File: src/rtl/amba_axi4_lite_txn_monitor_if.sv
// AXI4-Lite signal bundle observed by the transaction monitor.
// master/slave modports describe the two bus agents; monitor sees every
// signal as an input.
interface amba_axi4_lite_txn_monitor_if #(
    parameter int ADDRESS_WIDTH = 28,
    parameter int DATA_WIDTH    = 32
) ();
    localparam int STRB_WIDTH = DATA_WIDTH / 8;

    logic [ADDRESS_WIDTH-1:0] AWADDR;
    logic [2:0]               AWPROT;
    logic                     AWVALID;
    logic                     AWREADY;

    logic [DATA_WIDTH-1:0]    WDATA;
    logic [STRB_WIDTH-1:0]    WSTRB;
    logic                     WVALID;
    logic                     WREADY;

    logic [1:0]               BRESP;
    logic                     BVALID;
    logic                     BREADY;

    logic [ADDRESS_WIDTH-1:0] ARADDR;
    logic [2:0]               ARPROT;
    logic                     ARVALID;
    logic                     ARREADY;

    logic [DATA_WIDTH-1:0]    RDATA;
    logic [1:0]               RRESP;
    logic                     RVALID;
    logic                     RREADY;

    modport master (
        output AWADDR, AWPROT, AWVALID, input  AWREADY,
        output WDATA, WSTRB, WVALID,    input  WREADY,
        input  BRESP, BVALID,           output BREADY,
        output ARADDR, ARPROT, ARVALID, input  ARREADY,
        input  RDATA, RRESP, RVALID,    output RREADY
    );

    modport slave (
        input  AWADDR, AWPROT, AWVALID, output AWREADY,
        input  WDATA, WSTRB, WVALID,    output WREADY,
        output BRESP, BVALID,           input  BREADY,
        input  ARADDR, ARPROT, ARVALID, output ARREADY,
        output RDATA, RRESP, RVALID,    input  RREADY
    );

    modport monitor (
        input AWADDR, AWPROT, AWVALID, AWREADY,
        input WDATA, WSTRB, WVALID, WREADY,
        input BRESP, BVALID, BREADY,
        input ARADDR, ARPROT, ARVALID, ARREADY,
        input RDATA, RRESP, RVALID, RREADY
    );
endinterface

File: src/rtl/amba_axi4_lite_txn_monitor.sv
// AXI4-Lite passive transaction monitor: tracks outstanding write/read
// transactions and early W beats, checks VALID/READY protocol rules per
// channel, and counts error responses.
// err bits: 0 AW overflow, 1 AR overflow, 2 B underflow, 3 R underflow,
//           4 payload changed while stalled, 5 VALID dropped while stalled,
//           6 wait timeout, 7 W overflow.
module amba_axi4_lite_txn_monitor #(
    parameter int  ADDRESS_WIDTH   = 28,
    parameter int  DATA_WIDTH      = 32,
    parameter int  MAX_OUTSTANDING = 4,
    parameter int  MAXWAIT         = 16,
    localparam int STRB_WIDTH      = DATA_WIDTH / 8,
    localparam int OW              = $clog2(MAX_OUTSTANDING + 1)
) (
    input  logic                          ACLK,
    input  logic                          ARESETn,
    amba_axi4_lite_txn_monitor_if.monitor bus,
    input  logic                          clear_err,
    output logic [OW-1:0]                 wr_outstanding,
    output logic [OW-1:0]                 rd_outstanding,
    output logic [OW-1:0]                 w_pending,
    output logic [7:0]                    err_sticky,
    output logic [7:0]                    err_pulse,
    output logic [15:0]                   wr_resp_err_cnt,
    output logic [15:0]                   rd_resp_err_cnt
);
    // Channel index order: 0 AW, 1 W, 2 B, 3 AR, 4 R
    localparam int NCH = 5;
    localparam int AWP = ADDRESS_WIDTH + 3;
    localparam int WP  = DATA_WIDTH + STRB_WIDTH;
    localparam int RP  = DATA_WIDTH + 2;
    localparam int PW0 = (AWP > WP) ? AWP : WP;
    localparam int PW  = (PW0 > RP) ? PW0 : RP;
    localparam int WW  = (MAXWAIT > 0) ? $clog2(MAXWAIT + 1) : 1;

    localparam logic [OW-1:0] MAXO = OW'(MAX_OUTSTANDING);
    localparam logic [WW-1:0] WLIM = WW'(MAXWAIT);

    logic           aw_hs, w_hs, b_hs, ar_hs, r_hs;
    logic [NCH-1:0] vld, rdy, stall;
    logic [PW-1:0]  pay    [NCH];
    logic [NCH-1:0] stall_q;
    logic [PW-1:0]  pay_q  [NCH];
    logic [WW-1:0]  wcnt_q [NCH];
    logic [WW-1:0]  wcnt_d [NCH];
    logic           armed;
    logic [7:0]     det;
    logic [OW-1:0]  wr_d, wp_d, rd_d;
    logic [15:0]    wre_d, rre_d;

    // Gather per-channel VALID/READY and payload into uniform vectors
    always_comb begin
        vld   = {bus.RVALID, bus.ARVALID, bus.BVALID, bus.WVALID, bus.AWVALID};
        rdy   = {bus.RREADY, bus.ARREADY, bus.BREADY, bus.WREADY, bus.AWREADY};
        stall = vld & ~rdy;
        aw_hs = vld[0] & rdy[0];
        w_hs  = vld[1] & rdy[1];
        b_hs  = vld[2] & rdy[2];
        ar_hs = vld[3] & rdy[3];
        r_hs  = vld[4] & rdy[4];
        pay[0] = PW'({bus.AWADDR, bus.AWPROT});
        pay[1] = PW'({bus.WDATA, bus.WSTRB});
        pay[2] = PW'(bus.BRESP);
        pay[3] = PW'({bus.ARADDR, bus.ARPROT});
        pay[4] = PW'({bus.RDATA, bus.RRESP});
    end

    // Next-state counters and error detection for the coming edge
    always_comb begin
        det   = '0;
        wr_d  = wr_outstanding;
        wp_d  = w_pending;
        rd_d  = rd_outstanding;

        if (aw_hs && !b_hs) begin
            if (wr_outstanding == MAXO) det[0] = 1'b1;
            else                        wr_d = wr_outstanding + OW'(1);
        end else if (b_hs && !aw_hs && wr_outstanding != '0) begin
            wr_d = wr_outstanding - OW'(1);
        end

        if (w_hs && !b_hs) begin
            if (w_pending == MAXO) det[7] = 1'b1;
            else                   wp_d = w_pending + OW'(1);
        end else if (b_hs && !w_hs && w_pending != '0) begin
            wp_d = w_pending - OW'(1);
        end

        if (b_hs && (wr_outstanding == '0 || w_pending == '0)) det[2] = 1'b1;

        if (ar_hs && !r_hs) begin
            if (rd_outstanding == MAXO) det[1] = 1'b1;
            else                        rd_d = rd_outstanding + OW'(1);
        end else if (r_hs && !ar_hs) begin
            if (rd_outstanding == '0) det[3] = 1'b1;
            else                      rd_d = rd_outstanding - OW'(1);
        end

        for (int unsigned i = 0; i < NCH; i++) begin
            if (stall_q[i] && pay[i] != pay_q[i]) det[4] = 1'b1;
            if (stall_q[i] && !vld[i])            det[5] = 1'b1;
            // Counter saturates at the limit so the timeout fires once per stall
            wcnt_d[i] = '0;
            if (stall[i]) begin
                wcnt_d[i] = (wcnt_q[i] == WLIM) ? wcnt_q[i] : wcnt_q[i] + WW'(1);
                if ((MAXWAIT > 0) && wcnt_q[i] != WLIM && (wcnt_q[i] + WW'(1)) == WLIM)
                    det[6] = 1'b1;
            end
        end

        if (!armed) det = '0;

        wre_d = clear_err ? '0 : wr_resp_err_cnt;
        if (b_hs && bus.BRESP != 2'b00 && wre_d != 16'hFFFF) wre_d = wre_d + 16'd1;
        rre_d = clear_err ? '0 : rd_resp_err_cnt;
        if (r_hs && bus.RRESP != 2'b00 && rre_d != 16'hFFFF) rre_d = rre_d + 16'd1;
    end

    // Register counters, channel history and error outputs
    always_ff @(posedge ACLK or negedge ARESETn) begin
        if (!ARESETn) begin
            armed           <= 1'b0;
            wr_outstanding  <= '0;
            rd_outstanding  <= '0;
            w_pending       <= '0;
            err_sticky      <= '0;
            err_pulse       <= '0;
            wr_resp_err_cnt <= '0;
            rd_resp_err_cnt <= '0;
            stall_q         <= '0;
            for (int unsigned i = 0; i < NCH; i++) begin
                pay_q[i]  <= '0;
                wcnt_q[i] <= '0;
            end
        end else begin
            armed           <= 1'b1;
            wr_outstanding  <= wr_d;
            rd_outstanding  <= rd_d;
            w_pending       <= wp_d;
            err_pulse       <= det;
            err_sticky      <= (clear_err ? '0 : err_sticky) | det;
            wr_resp_err_cnt <= wre_d;
            rd_resp_err_cnt <= rre_d;
            stall_q         <= stall;
            for (int unsigned i = 0; i < NCH; i++) begin
                pay_q[i]  <= pay[i];
                wcnt_q[i] <= wcnt_d[i];
            end
        end
    end
endmodule

File: src/flat_wrapper.sv
// flat-port wrapper written by rule: the top's interface ports become plain ports
module amba_axi4_lite_txn_monitor_flat 
#(
    parameter int  ADDRESS_WIDTH   = 28,
    parameter int  DATA_WIDTH      = 32,
    parameter int  MAX_OUTSTANDING = 4,
    parameter int  MAXWAIT         = 16,
    localparam int STRB_WIDTH      = DATA_WIDTH / 8,
    localparam int OW              = $clog2(MAX_OUTSTANDING + 1)
)
  (ACLK, ARESETn, clear_err, wr_outstanding, rd_outstanding, w_pending, err_sticky, err_pulse, wr_resp_err_cnt, rd_resp_err_cnt, bus_AWADDR, bus_AWPROT, bus_AWVALID, bus_AWREADY, bus_WDATA, bus_WSTRB, bus_WVALID, bus_WREADY, bus_BRESP, bus_BVALID, bus_BREADY, bus_ARADDR, bus_ARPROT, bus_ARVALID, bus_ARREADY, bus_RDATA, bus_RRESP, bus_RVALID, bus_RREADY);
  amba_axi4_lite_txn_monitor_if #(.ADDRESS_WIDTH(ADDRESS_WIDTH), .DATA_WIDTH(DATA_WIDTH)) bus_i ();
  input  logic ACLK;
  input  logic ARESETn;
  input  logic clear_err;
  output logic [OW-1:0] wr_outstanding;
  output logic [OW-1:0] rd_outstanding;
  output logic [OW-1:0] w_pending;
  output logic [7:0] err_sticky;
  output logic [7:0] err_pulse;
  output logic [15:0] wr_resp_err_cnt;
  output logic [15:0] rd_resp_err_cnt;
  input wire logic [$bits(bus_i.AWADDR)-1:0] bus_AWADDR;
  input wire logic [$bits(bus_i.AWPROT)-1:0] bus_AWPROT;
  input wire logic [$bits(bus_i.AWVALID)-1:0] bus_AWVALID;
  input wire logic [$bits(bus_i.AWREADY)-1:0] bus_AWREADY;
  input wire logic [$bits(bus_i.WDATA)-1:0] bus_WDATA;
  input wire logic [$bits(bus_i.WSTRB)-1:0] bus_WSTRB;
  input wire logic [$bits(bus_i.WVALID)-1:0] bus_WVALID;
  input wire logic [$bits(bus_i.WREADY)-1:0] bus_WREADY;
  input wire logic [$bits(bus_i.BRESP)-1:0] bus_BRESP;
  input wire logic [$bits(bus_i.BVALID)-1:0] bus_BVALID;
  input wire logic [$bits(bus_i.BREADY)-1:0] bus_BREADY;
  input wire logic [$bits(bus_i.ARADDR)-1:0] bus_ARADDR;
  input wire logic [$bits(bus_i.ARPROT)-1:0] bus_ARPROT;
  input wire logic [$bits(bus_i.ARVALID)-1:0] bus_ARVALID;
  input wire logic [$bits(bus_i.ARREADY)-1:0] bus_ARREADY;
  input wire logic [$bits(bus_i.RDATA)-1:0] bus_RDATA;
  input wire logic [$bits(bus_i.RRESP)-1:0] bus_RRESP;
  input wire logic [$bits(bus_i.RVALID)-1:0] bus_RVALID;
  input wire logic [$bits(bus_i.RREADY)-1:0] bus_RREADY;
  assign bus_i.AWADDR = bus_AWADDR;
  assign bus_i.AWPROT = bus_AWPROT;
  assign bus_i.AWVALID = bus_AWVALID;
  assign bus_i.AWREADY = bus_AWREADY;
  assign bus_i.WDATA = bus_WDATA;
  assign bus_i.WSTRB = bus_WSTRB;
  assign bus_i.WVALID = bus_WVALID;
  assign bus_i.WREADY = bus_WREADY;
  assign bus_i.BRESP = bus_BRESP;
  assign bus_i.BVALID = bus_BVALID;
  assign bus_i.BREADY = bus_BREADY;
  assign bus_i.ARADDR = bus_ARADDR;
  assign bus_i.ARPROT = bus_ARPROT;
  assign bus_i.ARVALID = bus_ARVALID;
  assign bus_i.ARREADY = bus_ARREADY;
  assign bus_i.RDATA = bus_RDATA;
  assign bus_i.RRESP = bus_RRESP;
  assign bus_i.RVALID = bus_RVALID;
  assign bus_i.RREADY = bus_RREADY;
  amba_axi4_lite_txn_monitor #(.ADDRESS_WIDTH(ADDRESS_WIDTH), .DATA_WIDTH(DATA_WIDTH), .MAX_OUTSTANDING(MAX_OUTSTANDING), .MAXWAIT(MAXWAIT)) u_core (.ACLK(ACLK), .ARESETn(ARESETn), .bus(bus_i), .clear_err(clear_err), .wr_outstanding(wr_outstanding), .rd_outstanding(rd_outstanding), .w_pending(w_pending), .err_sticky(err_sticky), .err_pulse(err_pulse), .wr_resp_err_cnt(wr_resp_err_cnt), .rd_resp_err_cnt(rd_resp_err_cnt));
endmodule
File: config.mk
export PLATFORM = sky130hd
export DESIGN_NAME = amba_axi4_lite_txn_monitor_flat
export DESIGN_NICKNAME = d
export VERILOG_FILES = /design/src/rtl/amba_axi4_lite_txn_monitor_if.sv /design/src/rtl/amba_axi4_lite_txn_monitor.sv /design/src/flat_wrapper.sv
export SDC_FILE = /design/constraint.sdc
export NUM_CORES = 1
export LEC_CHECK = 0
export CORE_ASPECT_RATIO = 1.5
export CORE_MARGIN = 4
export CORE_UTILIZATION = 45
export CTS_CLUSTER_DIAMETER = 60
export DETAILED_ROUTE_END_ITERATION = 10
export GPL_ROUTABILITY_DRIVEN = 0
export GPL_TIMING_DRIVEN = 0
export PLACE_DENSITY = 0.84
export SETUP_SLACK_MARGIN = 0.05
export SYNTH_ARGS = -nofsm -noshare
export SYNTH_HDL_FRONTEND = slang
export SYNTH_SLANG_ARGS = --single-unit
File: constraint.sdc
create_clock -name ACLK -period 4.9 [get_ports ACLK]
set_input_delay 0.735 -clock ACLK [delete_from_list [all_inputs] [get_ports ACLK]]
set_output_delay 0.735 -clock ACLK [all_outputs]
set_load 0.01 [all_outputs]
==> results.md, run 1 <==
- Outcome: completed
- Area delta synth->final: 33.6%
- Tot Pwr: about 4.4 mW
- Cts hold-fix bufs: 0
- Chip width: 125 um
- Final-report hold violation count: 0
- Initial Utilization: 45.6%
- Met3 wire length: 1.05 mm
- Highest Signal Layer: met4
- Die Span Y: approximately 180 um
- Clock Skew: 17.6 ps
- Ratio of cells with drive above 1 in the final layout: between 5 and 6%
- Post-DP HPWL: 16.1 mm
- Antenna viol nets, final: 0
- PwrDens: between 300 and 400 mW/mm2
- Number of fill cells in the layout: approximately 1.6k
- H-tree levels: 1
- Yosys top cell by area: dfrtp_1
- Crit path time final: 3030 ps
- Top cell type's share of synthesized area: 59.7%
- Site Rows: 64
- Global route overflow: 0
- Post-Synthesis Cells: 757
- CP Data Arrival Time: ~3400 ps
- Crit path required time: 5260 ps
- Final setup TNS: 0 ps
- CTS-repair resized insts: 0
- Avg Cell Area, Syn: approximately 12 um2
- Least-Margin Pin Slew: about 860 ps
- Netlist cell types: 56
- Routed vias/inst: 5.03
- Startpoint types: input port
- Leak Pwr: 5.21 nW
- Met2 wire length: ~11 mm
- First-pass GRT wire length: between 30 and 40 mm
- Pins Over Slew Limit: 0
- Worst min-delay path category: input port to asynchronous set/reset pin
- Ys flop type: dfrtp_1
- CTS Sinks: 222
- Number of synthesized flops with an enable pin: 0
- Inserted Clock Buffers: 23
- Initial DRC Count: 295
- Seq/Total Area, Yosys: 59.7%
- Largest cells by area after synthesis: dfrtp_1 (60%), xnor2_1 (11%), xor2_1 (6.3%)
- CP Max Fanout: 10
- Final setup fails: 0
- Die area: 0.0231 mm2
- Most frequent cell after synthesis: dfrtp_1
- Setup CP Type: input port to register
- Core area: 0.0204 mm2
- Top cells by count, synth: dfrtp_1 (222), xnor2_1 (118), nor2_1 (68), xor2_1 (67), inv_1 (30)
- Setup ws final: 1870 ps
- Crit. End Element: register
- Met1 wire length: 8.04 mm
- RSZ-0062 raised after global routing: no
- Layout Nets: 1153
- Pin count of the biggest net entering global routing: 118
- DP Cell Count: 1225
- Vias in the first global route: 6863
- Synth warnings: 0
- Final non-filler cell total: 1268
- Post-route DRC: 0
- Pre-CTS WS: 1430 ps
- Initial DRT Pass Iterations: 5
- TritonCTS clock tree: done
- Wire length per cell: ~17 um
- Clk slew on worst S/H paths: 70 ps
- Net count after synthesis: between 900 and 1k
- Fin util: 60.9%
- Worst ir drop on vdd: 0.000268 V
- Routed vias: 6384
- Post-synthesis async set-or-reset flop share: 100%
- Routed WL: between 20 and 25 mm
- Bufs on Longest Clock Path: 3
- Fin crit share: just over 60%
- Max Cap Violations: 0
- PortBufs: ~200
- Gr usage total: 18.6%
- Post-synthesis instance area: approximately 0.0093 mm2
- FF+latch count, synth: 222
- Post-CTS setup buffer count: 0
- Io pins: 204
- Clk root buf: clkbuf_16
- Peak Freq: roughly 0.33 GHz
- Initial antenna violation count: 2
- Worst-skew pair later-pin latency: 500 ps
- Slew HR: 42.7%
## path summary, 6_finish.rpt
path / endpoint / start / cells after the start / slack, ps
setup / recovery: u_core.wr_resp_err_cnt[8]$_DFF_PN0_ / clear_err / 10 / 1870
hold / removal: u_core.pay_q[167]$_DFF_PN0_ / ARESETn / 1 / 320
setup reg to reg: u_core.err_sticky[6]$_DFF_PN0_ / u_core.wcnt_q[15]$_DFFE_PN0P_ / 7 / 2750
hold reg to reg: u_core.err_sticky[7]$_DFF_PN0_ / u_core.err_sticky[7]$_DFF_PN0_ / 1 / 480
max in group asynchronous: u_core.pay_q[108]$_DFF_PN0_ / ARESETn / 2 / 3590
min in group ACLK: u_core.err_sticky[7]$_DFF_PN0_ / u_core.err_sticky[7]$_DFF_PN0_ / 1 / 480
## cells in the final DEF (no fill, tap or decap), types with 4 or more instances in the layout
master	n
a21o_1	10
a21oi_1	10
clkbuf_1	10
clkbuf_16	23
clkdlybuf4s50_1	202
dfrtp_1	222
ha_1	17
inv_1	30
mux2i_1	5
nand2_1	24
nand2b_1	10
nand3_1	26
nand3b_1	5
nand4_1	28
nand4b_1	4
nor2_1	68
nor2b_1	17
nor3_1	15
nor4_1	16
o21ai_0	7
o22ai_1	4
xnor2_1	118
xor2_1	67
## stage by stage
stage          hold WS, ps  cell area (um2)
6_report               318            12400
2_1_floorplan          439             9310
5_1_grt                384            12400
3_3_place_gp           460            11700
3_5_place_dp           468            11700
4_1_cts                335            12400
## area by class of cell
| cell class | count | area [um2] | share of cell area (%) |
|---|---|---|---|
| buffer | 4 | 15.0 | 0.121 |
| multi-input combinational | 501 | 3630 | 29.2 |
| inverter | 30 | 113 | 0.905 |
| timing repair buffer | 204 | 2060 | 16.6 |
| tap | 264 | 330 | 2.66 |
| sequential | 222 | 5560 | 44.7 |
| antenna | 2 | 5.00 | 0.0402 |
| clock buffer | 32 | 639 | 5.14 |
| clock inverter | 9 | 87.6 | 0.704 |
## state kept, by name, summed over array words and instances (netlist names), 5 cells and up
name and count:
u_core.err_pulse 8, u_core.err_sticky 8, u_core.pay_q 134, u_core.rd_resp_err_cnt 16
u_core.stall_q 5, u_core.wcnt_q 25, u_core.wr_resp_err_cnt 16
## worst max-delay path: stages
cell	delay (ps)
clkdlybuf4s50_1	640
clkbuf_1	350
nor2b_1	260
ha_1	250
nand2_1	130
or3_1	420
a21oi_1	260
nand3_1	130
xor2_1	150
nor2_1	50
## per-layer routing
layer	vias up	GRT usage [%]
li1	3007	-
met1	3129	21.7
met2	186	33.1
met3	62	3.36
met4	0	8.85
met5	-	0
## report_power, final
group	switching, mW	internal, mW	leakage, nW
Sequential	0.115	1.95	2.75
Combinational	0.294	0.363	2.11
Clock	0.700	0.971	0.349
Total	1.11	3.28	5.21
## cell families (layout without fill, tap and decap cells)
kind of cell	Yosys count	in the layout	share of synthesized area (%)
buffers and inverters	34	279	1.37
and+or+nand+nor	238	238	14.1
muxes	7	7	0.820
AOI/OAI and AO/OA	50	50	3.66
other	1	3	0.0403
adders and majority gates	20	20	2.93
DFF	222	222	59.7
xor gates and xnor gates	185	185	17.4
Power figures use the tool's default switching activity.
==> inputs of run 2 (changes only) <==
--- a/config.mk
+++ b/config.mk
@@ -12,7 +12,7 @@
 export DETAILED_ROUTE_END_ITERATION = 10
 export GPL_ROUTABILITY_DRIVEN = 0
 export GPL_TIMING_DRIVEN = 0
-export PLACE_DENSITY = 0.84
+export PLACE_DENSITY = 0.87
 export SETUP_SLACK_MARGIN = 0.05
 export SYNTH_ARGS = -nofsm -noshare
 export SYNTH_HDL_FRONTEND = slang
==> constraint.sdc (replaced) <==
create_clock -name ACLK -period 2.5 [get_ports ACLK]
set_input_delay 0.375 -clock ACLK [delete_from_list [all_inputs] [get_ports ACLK]]
set_output_delay 0.375 -clock ACLK [all_outputs]
set_load 0.01 [all_outputs]
==> results.md, run 2 (same netlist as run 1, synthesis figures left out) <==
- Vias in the first global route: 7031 (+2.4%)
- Post-route DRC: 0 (unchanged)
- Commonest cells after routing, fill and taps aside: dfrtp_1 (222), clkdlybuf4s50_1 (201), xnor2_1 (118)
- WHS: 358 ps (+39.8 ps)
- Chip width: 125 um (unchanged)
- Gr usage total: 19.1% (+0.51 points)
- Area delta synth->final: 33.9%
- Tot Pwr: 8.72 mW (+99%)
- Slew HR: 44.7% (+1.9 points)
- Startpoint types: input port
- Initial DRC Count: 313 (+6.1%)
- Buf+Inv Stages, Crit Path: 2 (unchanged)
- Core area: 0.0204 mm2 (unchanged)
- Post-DP HPWL: 16.7 mm (+3.6%)
- Worst-skew pair later-pin latency: 500 ps (about the same)
- Least-Margin Pin Slew: 830 ps (-28.6 ps)
- Initial DRT Pass Iterations: 4 (-1)
- Pins Over Slew Limit: 0 (unchanged)
- PortBufs: 203 (unchanged)
- CP Max Fanout: 10 (unchanged)
- Initial antenna violation count: 2 (unchanged)
- Bufs on Longest Clock Path: 3 (unchanged)
- Clk root buf: clkbuf_16
- Worst path cell trace: dlygate4sd2_1, clkbuf_2, nor2b_1, ha_1, nand2_1, or3_1, a21oi_1, nand3_1, xor2_1, nor2_1
- Initial Utilization: 45.6% (unchanged)
- Ratio of cells with drive above 1 in the final layout: 5.40% (+0.31 points)
- Final setup fails: 0 (unchanged)
- Clk slew on worst S/H paths: 70 ps (about the same)
- Most flops, register: u_core.pay_q
- Crit path required time: 2850 ps (-2410 ps)
- Max Cap Violations: 0 (unchanged)
- Die area: 0.0231 mm2 (unchanged)
- CTS Sinks: 222 (unchanged)
- Worst min-delay path category: input port to register
- Routed vias: 6363 (-0.33%)
- Max stage delay on crit path: 430 ps (-210 ps)
- Leak Pwr: 5.24 nW (+0.65%)
- Max reg flops: 134 (unchanged)
- Clock Skew: 19.4 ps (+1.85 ps)
- Commonest non-fill, non-tap cell in the layout: dfrtp_1
- Global route overflow: 0 (unchanged)
- H-tree levels: 1 (unchanged)
- Site Rows: 64 (unchanged)
- Layout Nets: 1152 (-0.087%)
- Final non-filler cell total: 1266 (-0.16%)
- RSZ-0062 raised after global routing: no
- Pin count of the biggest net entering global routing: 113 (-4.2%)
- Final setup TNS: 0 ps (unchanged)
- CP Data Arrival Time: 2610 ps (-770 ps)
- Setup CP Type: input port to register
- Slowest CP cell: or3_1
- Fin util: 61.0% (+0.13 points)
- Crit. End Element: register
- Largest registers: u_core.pay_q: 134 flops, u_core.wcnt_q: 25 flops
- Fin crit share: 90.2%
- Io pins: 204 (unchanged)
- Worst ir drop on vdd: 0.000602 V (+120%)
- Routed WL: 21.8 mm (+2.5%)
- Antenna viol nets, final: 0 (unchanged)
- Number of fill cells in the layout: 1558 (-1.8%)
- Final-report hold violation count: 0 (unchanged)
- First-pass GRT wire length: 35.6 mm (+1.7%)
- PwrDens: 700 mW/mm2 (+98%)
- Outcome: completed
- Peak Freq: 0.443 GHz
- TritonCTS clock tree: done
- DP Cell Count: 1225 (unchanged)
- Wire length per cell: 17.2 um (+2.7%)
- Die Span Y: 184 um (unchanged)
- Routed vias/inst: 5.03 (-0.17%)
- Inserted Clock Buffers: 21 (-8.7%)
- Delay-heaviest family, CP: simple AND/OR/NAND/NOR gates
- Crit path time final: 2250 ps
-- run 2: worst reg2reg max path, stage by stage, from the launching register on --
cell and delay [ps]:
dfrtp_1 410, inv_1 100, ha_1 150, nor4bb_1 670
nor2_1 110, a41oi_1 250, a31oi_1 160, a21o_1 180
-- run 2: repair_timing --
item | 4_1_cts | 5_1_grt
buffers inserted | 0 | 0
hold buffers | 1 | 0
endpoints found under the setup margin | 6 | 0
hold endpoints to repair | 111 | 0
gates resized for setup | 2 | 0
-- run 2: per-layer routing --
layer | routed length [um] | GRT usage [%]
met4 | 1100 | 9.11
met3 | 957 | 2.96
met5 | 0 | 0
met1 | 7940 | 21.2
met2 | 11800 | 35.6
-- run 2: worst paths after layout --
path | startpoint | endpoint | slack, ps | cells after the start
setup / recovery | clear_err | u_core.wr_resp_err_cnt[8]$_DFF_PN0_ | 250 | 10
hold / removal | bus_RDATA[23] | u_core.pay_q[25]$_DFF_PN0_ | 360 | 1
setup reg to reg | u_core.wcnt_q[15]$_DFFE_PN0P_ | u_core.err_sticky[6]$_DFF_PN0_ | 370 | 7
hold reg to reg | u_core.err_sticky[3]$_DFF_PN0_ | u_core.err_sticky[3]$_DFF_PN0_ | 470 | 1
max in group asynchronous | ARESETn | u_core.pay_q[109]$_DFF_PN0_ | 1010 | 3
min in group asynchronous | ARESETn | u_core.pay_q[162]$_DFF_PN0_ | 500 | 2
-- run 2: metrics by stage --
stage | setup WS (ps) | instance area, um2
4_1_cts | 297 | 12500
3_3_place_gp | -8030 | 11700
2_1_floorplan | 469 | 9310
6_report | 245 | 12500
5_1_grt | 63.1 | 12500
3_5_place_dp | -541 | 11700
-- run 2: cell type report --
class                           instances  area [um2]  share of cell area [%]
Sequential cell                       222        5560                    44.6
Antenna cell                            2        5.00                  0.0402
Inverter                               30         113                   0.903
Clock inverter                         13         173                    1.39
Buffer                                  4        16.3                   0.130
Clock buffer                           25         571                    4.58
Timing Repair Buffer                  205        2070                    16.6
Tap cell                              264         330                    2.65
Multi-Input combinational cell        501        3630                    29.1
-- run 2: power by group --
group	internal, mW	switching [mW]
sequential	3.81	0.231
combinational	0.710	0.568
clock	2.05	1.35
total	6.58	2.15
